[src/rtl/cache_port_arbiter.sv]
// Round-robin front end that lets instruction fetch and load/store share one cache Controller.
// Holds the Controller inputs stable across a transaction and keeps saturating hit/miss statistics.
module cache_port_arbiter #(
    parameter int TIMEOUT = 64,
    parameter int CNT_W   = 16
) (
    input  logic             clk,
    input  logic             rst_n,
    input  logic             req0,
    input  logic             req1,
    input  logic [31:0]      addr0,
    input  logic [31:0]      addr1,
    input  logic [7:0]       wdata0,
    input  logic [7:0]       wdata1,
    input  logic             mode0,
    input  logic             mode1,
    output logic             ack0,
    output logic             ack1,
    output logic [7:0]       rsp_data,
    output logic             rsp_hit1,
    output logic             rsp_hit2,
    output logic             rsp_err,
    output logic [31:0]      cache_address,
    output logic [7:0]       cache_data,
    output logic             cache_mode,
    input  logic [7:0]       cache_output_data,
    input  logic             cache_hit1,
    input  logic             cache_hit2,
    input  logic             cache_wait,
    input  logic             stat_clr,
    output logic [CNT_W-1:0] hit1_cnt,
    output logic [CNT_W-1:0] hit2_cnt,
    output logic [CNT_W-1:0] miss_cnt,
    output logic [CNT_W-1:0] tmo_cnt
);

    typedef enum logic [1:0] {IDLE, ISSUE, WAIT, DONE} state_t;

    localparam int WCTR_W = (TIMEOUT > 1) ? $clog2(TIMEOUT) : 1;
    localparam logic [WCTR_W-1:0] WCTR_LAST = WCTR_W'(TIMEOUT - 1);

    state_t            state_q, state_d;
    logic              rr_ptr_q, rr_ptr_d;
    logic              grant_q, grant_d;
    logic [WCTR_W-1:0] wait_ctr_q, wait_ctr_d;
    logic [31:0]       addr_q, addr_d;
    logic [7:0]        data_q, data_d;
    logic              mode_q, mode_d;
    logic [7:0]        rsp_data_q, rsp_data_d;
    logic              rsp_hit1_q, rsp_hit1_d;
    logic              rsp_hit2_q, rsp_hit2_d;
    logic              rsp_err_q, rsp_err_d;
    logic              sel;
    logic [CNT_W-1:0]  hit1_cnt_q, hit2_cnt_q, miss_cnt_q, tmo_cnt_q;

    always_ff @(posedge clk or negedge rst_n) begin
        if (!rst_n) begin
            state_q    <= IDLE;
            rr_ptr_q   <= 1'b0;
            grant_q    <= 1'b0;
            wait_ctr_q <= '0;
            addr_q     <= '0;
            data_q     <= '0;
            mode_q     <= 1'b0;
            rsp_data_q <= '0;
            rsp_hit1_q <= 1'b0;
            rsp_hit2_q <= 1'b0;
            rsp_err_q  <= 1'b0;
        end else begin
            state_q    <= state_d;
            rr_ptr_q   <= rr_ptr_d;
            grant_q    <= grant_d;
            wait_ctr_q <= wait_ctr_d;
            addr_q     <= addr_d;
            data_q     <= data_d;
            mode_q     <= mode_d;
            rsp_data_q <= rsp_data_d;
            rsp_hit1_q <= rsp_hit1_d;
            rsp_hit2_q <= rsp_hit2_d;
            rsp_err_q  <= rsp_err_d;
        end
    end

    always_comb begin
        state_d    = state_q;
        rr_ptr_d   = rr_ptr_q;
        grant_d    = grant_q;
        wait_ctr_d = wait_ctr_q;
        addr_d     = addr_q;
        data_d     = data_q;
        mode_d     = mode_q;
        rsp_data_d = rsp_data_q;
        rsp_hit1_d = rsp_hit1_q;
        rsp_hit2_d = rsp_hit2_q;
        rsp_err_d  = rsp_err_q;
        sel        = 1'b0;
        unique case (state_q)
            IDLE: begin
                if (req0 || req1) begin
                    // With both requesters pending the round-robin pointer breaks the tie.
                    sel        = (req0 && req1) ? rr_ptr_q : req1;
                    grant_d    = sel;
                    addr_d     = sel ? addr1 : addr0;
                    data_d     = sel ? wdata1 : wdata0;
                    mode_d     = sel ? mode1 : mode0;
                    wait_ctr_d = '0;
                    state_d    = ISSUE;
                end
            end
            ISSUE: state_d = WAIT;
            WAIT: begin
                if (!cache_wait) begin
                    rsp_data_d = cache_output_data;
                    rsp_hit1_d = cache_hit1;
                    rsp_hit2_d = cache_hit2;
                    rsp_err_d  = 1'b0;
                    state_d    = DONE;
                end else if (wait_ctr_q == WCTR_LAST) begin
                    // Watchdog expiry keeps the previous read data but reports no hit.
                    rsp_hit1_d = 1'b0;
                    rsp_hit2_d = 1'b0;
                    rsp_err_d  = 1'b1;
                    state_d    = DONE;
                end else begin
                    wait_ctr_d = wait_ctr_q + 1'b1;
                end
            end
            DONE: begin
                rr_ptr_d = ~grant_q;
                state_d  = IDLE;
            end
            default: state_d = IDLE;
        endcase
    end

    // Exactly one statistic is bumped per completed access, with clear taking priority.
    always_ff @(posedge clk or negedge rst_n) begin
        if (!rst_n) begin
            hit1_cnt_q <= '0;
            hit2_cnt_q <= '0;
            miss_cnt_q <= '0;
            tmo_cnt_q  <= '0;
        end else if (stat_clr) begin
            hit1_cnt_q <= '0;
            hit2_cnt_q <= '0;
            miss_cnt_q <= '0;
            tmo_cnt_q  <= '0;
        end else if (state_q == DONE) begin
            if (rsp_err_q) begin
                if (tmo_cnt_q != '1) tmo_cnt_q <= tmo_cnt_q + 1'b1;
            end else if (rsp_hit1_q) begin
                if (hit1_cnt_q != '1) hit1_cnt_q <= hit1_cnt_q + 1'b1;
            end else if (rsp_hit2_q) begin
                if (hit2_cnt_q != '1) hit2_cnt_q <= hit2_cnt_q + 1'b1;
            end else begin
                if (miss_cnt_q != '1) miss_cnt_q <= miss_cnt_q + 1'b1;
            end
        end
    end

    assign ack0          = (state_q == DONE) && !grant_q;
    assign ack1          = (state_q == DONE) && grant_q;
    assign rsp_data      = rsp_data_q;
    assign rsp_hit1      = rsp_hit1_q;
    assign rsp_hit2      = rsp_hit2_q;
    assign rsp_err       = rsp_err_q;
    assign cache_address = addr_q;
    assign cache_data    = data_q;
    assign cache_mode    = mode_q;
    assign hit1_cnt      = hit1_cnt_q;
    assign hit2_cnt      = hit2_cnt_q;
    assign miss_cnt      = miss_cnt_q;
    assign tmo_cnt       = tmo_cnt_q;

endmodule

[config.mk]
export PLATFORM = sky130hd
export DESIGN_NAME = cache_port_arbiter
export DESIGN_NICKNAME = d
export VERILOG_FILES = /design/src/rtl/cache_port_arbiter.sv
export SDC_FILE = /design/constraint.sdc
export NUM_CORES = 1
export LEC_CHECK = 0
export ABC_AREA = 1
export CAP_MARGIN = 15
export CORE_MARGIN = 3
export CORE_UTILIZATION = 47
export CTS_CLUSTER_SIZE = 10
export DETAILED_ROUTE_END_ITERATION = 12
export PLACE_DENSITY = 0.81
export SLEW_MARGIN = 20
export SYNTH_ARGS = -nofsm -noshare
export SYNTH_HDL_FRONTEND = slang
export SYNTH_SLANG_ARGS = --single-unit
[constraint.sdc]
create_clock -name clk -period 1.8 [get_ports clk]
set_input_delay 0.27 -clock clk [delete_from_list [all_inputs] [get_ports clk]]
set_output_delay 0.27 -clock clk [all_outputs]
set_load 0.02 [all_outputs]
==> summary.txt, run 1 <==
yosys warns: 0
clk_skew: 0.00738 ns
Setup Fix Bufs, Post-CTS: 0
Max Cap Viol: 0
GR Util All Layers: 0.243
Peak VDD IR: 767 uV
number of diodes: 0
Slew headroom: 0.692
Synth Area per Inst: 7.47 um2
DR WL/cell: 14.5 um
crit end category: output pin
first-pass GRT wire length: 31.7 mm
crit path launch type: register
largest net degree at the start of global routing: 42
initial antenna violation count: 0
Remaining DRCs: 0
Cells after Synth: 916
quantity of I/O buffers inserted on ports: 215
crit path cell chain: clkdlybuf4s50_1
Clock transition at path regs: 0.06 ns
row cnt: 43
drt total wl: 19.4 mm
slack of the worst reg-to-reg path: 0.10 ns
Clock Sinks: 126
synth-to-layout area growth: 45.3%
global route overflow: 0
total power draw: 0.0120 W
Slowest Stage Delay on Critical Path: 0.64 ns
Antenna Nets Post-Route: 0
H-tree levels: 4
Max Fclk: 570 MHz
syn_nets: 1022
initial core utilization: 0.487
Hold WC Path Type: in -> async
Core Footprint: 14000 um2
Slowest-stage cell, CP: clkdlybuf4s50_1
number of CTS-inserted buffers: 17
chip width: 127 um
nets: 1251
outcome: completed
share of layout cells above drive strength 1: 0.0770
post-synth cell types: 32
Setup CP Type: reg -> out
worst skew pair latency: 0.42 ns
Seq/Total Area, Yosys: 0.461
CP Depth: 1
placed wire-length estimate: 14.0 mm
Critical Path AT: 1.49 ns
clk root buf: clkbuf_16
setup violators final: 0
Critical Path Fanout Max: 5
die area: 16000 um2
clock buffer depth: 2
final critical-path required period: 1.76 ns
Reg2Reg Depth: 7
Vias/cell: 5.18
Final Hold Fails: 0
WP buf/inv: 1
Max Slew Vio Count: 0
leak pwr: 4.82 nW
worst slew pin tran: 0.462 ns
CP required: 1.53 ns
register bit total from synthesis: 126
PD cells: 1200 nW/um2
Iter 0 DRT Violations: 469
gp weighted congestion: 0.876
setup TNS: 0 ns
Boundary Pins: 216
final worst-path cycle share: 0.975
vias in the first global route: 6741
Cell Area, Synth: 6840 um2
Via Count: 6921
CP top delay family: buffers and inverters
CTS tree: built
1st-pass router iterations: 5
Die Y: 127 um
==> final cells by class <==
| cell class | instances | area, um2 |
|---|---|---|
| clock inverters | 7 | 87.6 |
| clock buffers | 23 | 478 |
| repair buffers | 240 | 2450 |
| well taps | 180 | 225 |
| flip-flops and latches | 126 | 3150 |
| multi-input cells | 695 | 3310 |
| fillers | 1120 | 4100 |
| inverters | 65 | 244 |
==> synthesized netlist by cell type <==
cell type / number / share of area
a21oi_1: 8 / 0.0059
a21oi_2: 2 / 0.0026
buf_2: 6 / 0.0044
buf_4: 4 / 0.0044
buf_6: 3 / 0.0049
clkbuf_1: 18 / 0.0099
clkinv_1: 1 / 0.00055
dfrtp_1: 126 / 0.46
ha_1: 8 / 0.015
inv_1: 61 / 0.033
inv_2: 3 / 0.0016
nand2_1: 266 / 0.15
nand2_2: 6 / 0.0055
nand2_4: 1 / 0.0016
nand3_1: 57 / 0.042
nand3_2: 2 / 0.0029
nand3b_1: 2 / 0.0022
nand3b_4: 1 / 0.0029
nand4_1: 24 / 0.022
nor2_1: 127 / 0.070
nor2_2: 4 / 0.0037
nor2_4: 6 / 0.0099
nor2_8: 1 / 0.0029
nor3_1: 2 / 0.0015
o211ai_1: 1 / 0.0011
o21ai_0: 113 / 0.083
o21ai_1: 30 / 0.022
o21ai_2: 2 / 0.0026
o21bai_1: 9 / 0.0099
or2_2: 4 / 0.0037
xnor2_1: 3 / 0.0038
xor2_1: 15 / 0.019
==> metal layers <==
layer,GRT usage,vias to the layer above,share of wire
li1,-,3438,-
met1,0.279,3222,0.40
met2,0.424,230,0.50
met3,0.0808,31,0.079
met4,0.0814,0,0.018
met5,0,-,0
==> timing repair <==
action | in CTS | in global routing
hold endpoints to repair | 30 | 0
cloned | 0 | 1
endpoints found under the setup margin | 23 | 28
pin swaps | 0 | 1
resized for setup | 27 | 29
hold buffers | 1 | 0
==> per-stage QoR <==
stage               cell area (um2)  setup slack (ns)  utilization  std cells  hold slack, ns
finish                         9950            0.0447        0.708       1336           0.349
detailed placement             9330            0.0166        0.664       1304           0.259
CTS                            9880          0.000734        0.703       1335           0.355
floorplan                      6840             0.194            -        916         -0.0256
global placement               9330            0.0981        0.664       1304           0.260
global route                   9950          -0.00253        0.708       1336           0.374
==> final timing paths <==
kind                                      startpoint           endpoint
min in group clk                cache_output_data[6]        rsp_data[6]
worst min-delay path                           rst_n         tmo_cnt[4]
worst min register to register           rsp_data[0]        rsp_data[0]
worst max-delay path                     hit2_cnt[9]        hit2_cnt[9]
max in group asynchronous                      rst_n       hit1_cnt[15]
worst max register to register            state_q[0]  cache_address[20]
==> report_power, final <==
| part | switching (W) | internal [W] | leakage (nW) |
|---|---|---|---|
| Sequential | 0.000464 | 0.00354 | 1.66 |
| Clock | 0.00121 | 0.00212 | 0.279 |
| Combinational | 0.00258 | 0.00204 | 2.88 |
==> layout by cell type, fill, tap and decap left out, drive strengths merged <==
cell type and instances:
nand3 60, nand3b 3, nor3 2, inv 64
dlygate4sd2 21, buf 26, dlygate4sd3 1, o21bai 9
nand2 273, dfrtp 126, bufinv 2, clkbuf 24
nand4 24, a21oi 10, clkinvlp 1, clkinv 5
ha 8, or2 4, xnor2 3, o211ai 1
o21ai 145, dlymetal6s2s 24, xor2 15, nor2 138
clkdlybuf4s50 167
==> flip-flops by register name, indices dropped and copies added (netlist names), 6 cells and up <==
register       flops
cache_address     32
cache_data         8
hit1_cnt          16
hit2_cnt          16
miss_cnt          16
rsp_data           8
tmo_cnt           16
wait_ctr_q         6
==> cells by family after synthesis <==
kind of cell,after synthesis,synth area share
buffers and inverters,96,0.0592
adders and majority gates,8,0.0146
and+or+nand+nor,503,0.316
AOI/OAI and AO/OA,165,0.127
xor gates and xnor gates,18,0.0230
DFF,126,0.461
No activity file was read; power rests on OpenSTA's default activity.
==> inputs of run 2 (changes only) <==
Settings changed: GPL_TIMING_DRIVEN set to 0.
==> run 2 against run 1 <==
Compared with the run above:
- setup slack lost 0.013 ns
- die area is the same
- hold slack lost 0.10 ns
- critical path depth is the same
- combinational power shrank 3%
- cell area shrank 0.31%
- clock-buffer cell count grew 2
- critical path type unchanged
- largest power group unchanged
==> summary.txt, run 2 (same netlist as run 1, synthesis figures left out) <==
CP top delay family: buffers and inverters (unchanged)
clock buffer depth: 2 (unchanged)
Max Fclk: 565 MHz (was 570 MHz)
Core Footprint: 14000 um2 (unchanged)
clk_skew: 0.00658 ns (was 0.00738 ns)
post-layout util: 0.706 (was 0.708)
Slowest Stage Delay on Critical Path: 0.64 ns (about the same)
RSZ-0062 raised after global routing: true
placed wire-length estimate: 14.5 mm (was 14.0 mm)
quantity of I/O buffers inserted on ports: 214 (was 215)
switching part of the total: 0.359 (was 0.356)
PD cells: 1190 nW/um2 (was 1200 nW/um2)
Remaining DRCs: 0 (unchanged)
synth-to-layout area growth: 44.9% (was 45.3%)
chip width: 127 um (unchanged)
H-tree levels: 4 (unchanged)
GR Util All Layers: 0.244 (was 0.243)
Slew headroom: 0.615 (was 0.692)
Slowest-stage cell, CP: clkdlybuf4s50_1 (unchanged)
Die Y: 127 um (unchanged)
global route overflow: 0 (unchanged)
final worst-path cycle share: 0.983 (was 0.975)
Antenna Nets Post-Route: 0 (unchanged)
Iter 0 DRT Violations: 526 (was 469)
share of layout cells above drive strength 1: 0.0790 (was 0.0770)
leak pwr: 4.77 nW (was 4.82 nW)
Clock Sinks: 126 (unchanged)
crit end category: output pin (unchanged)
total power draw: 0.0118 W (was 0.0120 W)
clk root buf: clkbuf_16 (unchanged)
1st-pass router iterations: 6 (was 5)
Cell Count, Final, Fillers Out: 1344 (was 1336)
CP required: 1.53 ns (about the same)
P_sw: 0.00424 W (was 0.00426 W)
worst slew pin tran: 0.578 ns (was 0.462 ns)
commonest non-fill, non-tap cell in the layout: nand2_1 (unchanged)
drt total wl: 19.8 mm (was 19.4 mm)
setup violators final: 0 (unchanged)
Max Cap Viol: 0 (unchanged)
Vias/cell: 5.16 (was 5.18)
Inst Count DP: 1311 (was 1304)
crit path cell chain: clkdlybuf4s50_1 (unchanged)
crit path launch type: register (unchanged)
gp weighted congestion: 0.900 (was 0.876)
vias in the first global route: 6631 (was 6741)
initial antenna violation count: 0 (unchanged)
commonest non-fill, non-tap cells in the layout: nand2_1, clkdlybuf4s50_1, nor2_1, dfrtp_1, o21ai_0 (unchanged)
share of power burned in registers: 0.341 (was 0.335)
die area: 16000 um2 (unchanged)
Max Slew Vio Count: 0 (unchanged)
largest net degree at the start of global routing: 65 (was 42)
final critical-path required period: 1.77 ns (was 1.76 ns)
internal power: 0.00756 W (was 0.00770 W)
Critical Path AT: 1.50 ns (was 1.49 ns)
worst skew pair latency: 0.41 ns (was 0.42 ns)
row cnt: 43 (unchanged)
number of CTS-inserted buffers: 17 (unchanged)
Critical Path Fanout Max: 6 (was 5)
number of diodes: 0 (unchanged)
Clock transition at path regs: 0.05 ns (was 0.06 ns)
initial core utilization: 0.487 (unchanged)
DR WL/cell: 14.8 um (was 14.5 um)
nets: 1258 (was 1251)
Final Hold Fails: 0 (unchanged)
Clock power frac: 0.276 (was 0.278)
Via Count: 6933 (was 6921)
Peak VDD IR: 789 uV (was 767 uV)
CTS tree: built (unchanged)
outcome: completed (unchanged)
max FFs per register: 32 (unchanged)
Gate power share: 0.383 (was 0.387)
first-pass GRT wire length: 31.8 mm (was 31.7 mm)
Boundary Pins: 216 (unchanged)
Hold WC Path Type: in -> reg (was in -> async)
Setup CP Type: reg -> out (unchanged)
WP buf/inv: 1 (unchanged)
run 2: cell types whose count changed in the layout (fill, tap and decap cells not counted), sizes merged:
cell / previous run / this run
buf: 26 / 15
bufinv: 2 / 1
clkbuf: 24 / 45
clkdlybuf4s15: 0 / 1
clkdlybuf4s50: 167 / 172
dlygate4sd2: 21 / 14
dlymetal6s2s: 24 / 25
nand3: 60 / 59
run 2: final timing paths:
path / start / end / slack, ns / cells after the start
setup / recovery: tmo_cnt[13] / tmo_cnt[13] / 0.03 / 1
hold reg to reg: rsp_data[2] / rsp_data[2] / 0.47 / 2
max in group asynchronous: rst_n / cache_address[7] / 0.75 / 3
setup reg to reg: hit2_cnt[0] / hit2_cnt[0] / 0.12 / 9
min in group asynchronous: rst_n / tmo_cnt[2] / 0.38 / 2
hold / removal: stat_clr / miss_cnt[8] / 0.25 / 4
run 2: power groups by stage:
stage	Combinational (W)	Sequential, W	Clock, W
after floorplan	0.00160	0.00475	0
after global placement	0.00443	0.00401	0
after detailed placement	0.00450	0.00403	0
after CTS	0.00452	0.00402	0.00330
after global routing	0.00496	0.00411	0.00344
final	0.00451	0.00402	0.00326
run 2: metrics by stage:
| step | setup TNS (ns) | worst slack [ns] | hold slack (ns) | cell area (um2) |
|---|---|---|---|---|
| CTS | -0.0145 | -0.0105 | 0.229 | 9810 |
| detailed placement | -6.81 | -0.225 | 0.242 | 9240 |
| global route | -0.0764 | -0.0382 | 0.239 | 9920 |
| floorplan | 0 | 0.194 | -0.0256 | 6840 |
| finish | 0 | 0.0312 | 0.247 | 9920 |
| global placement | -583.91 | -4.60 | 0.454 | 9210 |
run 2: per-layer routing:
layer  GRT usage  vias to the layer above  wire length (um)
li1            -                     3453                 -
met1       0.287                     3175              7880
met2       0.419                      271              9890
met3      0.0821                       34              1700
met4      0.0814                        0               359
met5           0                        -                 0
run 2: area by class of cell:
| class | count | area, um2 |
|---|---|---|
| fill | 1155 | 4130 |
| inverter | 65 | 244 |
| tap | 180 | 225 |
| buffer | 31 | 174 |
| clock inverter | 6 | 57.6 |
| multi-input combinational | 694 | 3320 |
| clock buffer | 25 | 505 |
| sequential | 126 | 3160 |
| timing repair buffer | 217 | 2230 |
run 2: what timing repair did:
item	4_1_cts	5_1_grt
gates cloned	0	1
gates resized for setup	21	50
hold buffers	1	0
setup endpoints to repair	16	112
buffers inserted	0	0
pin swaps	0	2
endpoints found under the hold margin	62	0
run 2: tightest hold or removal path: stages:
cell and delay, ns:
buf_4 0.19, nor2_1 0.07, nand2_1 0.05, nand2_1 0.04
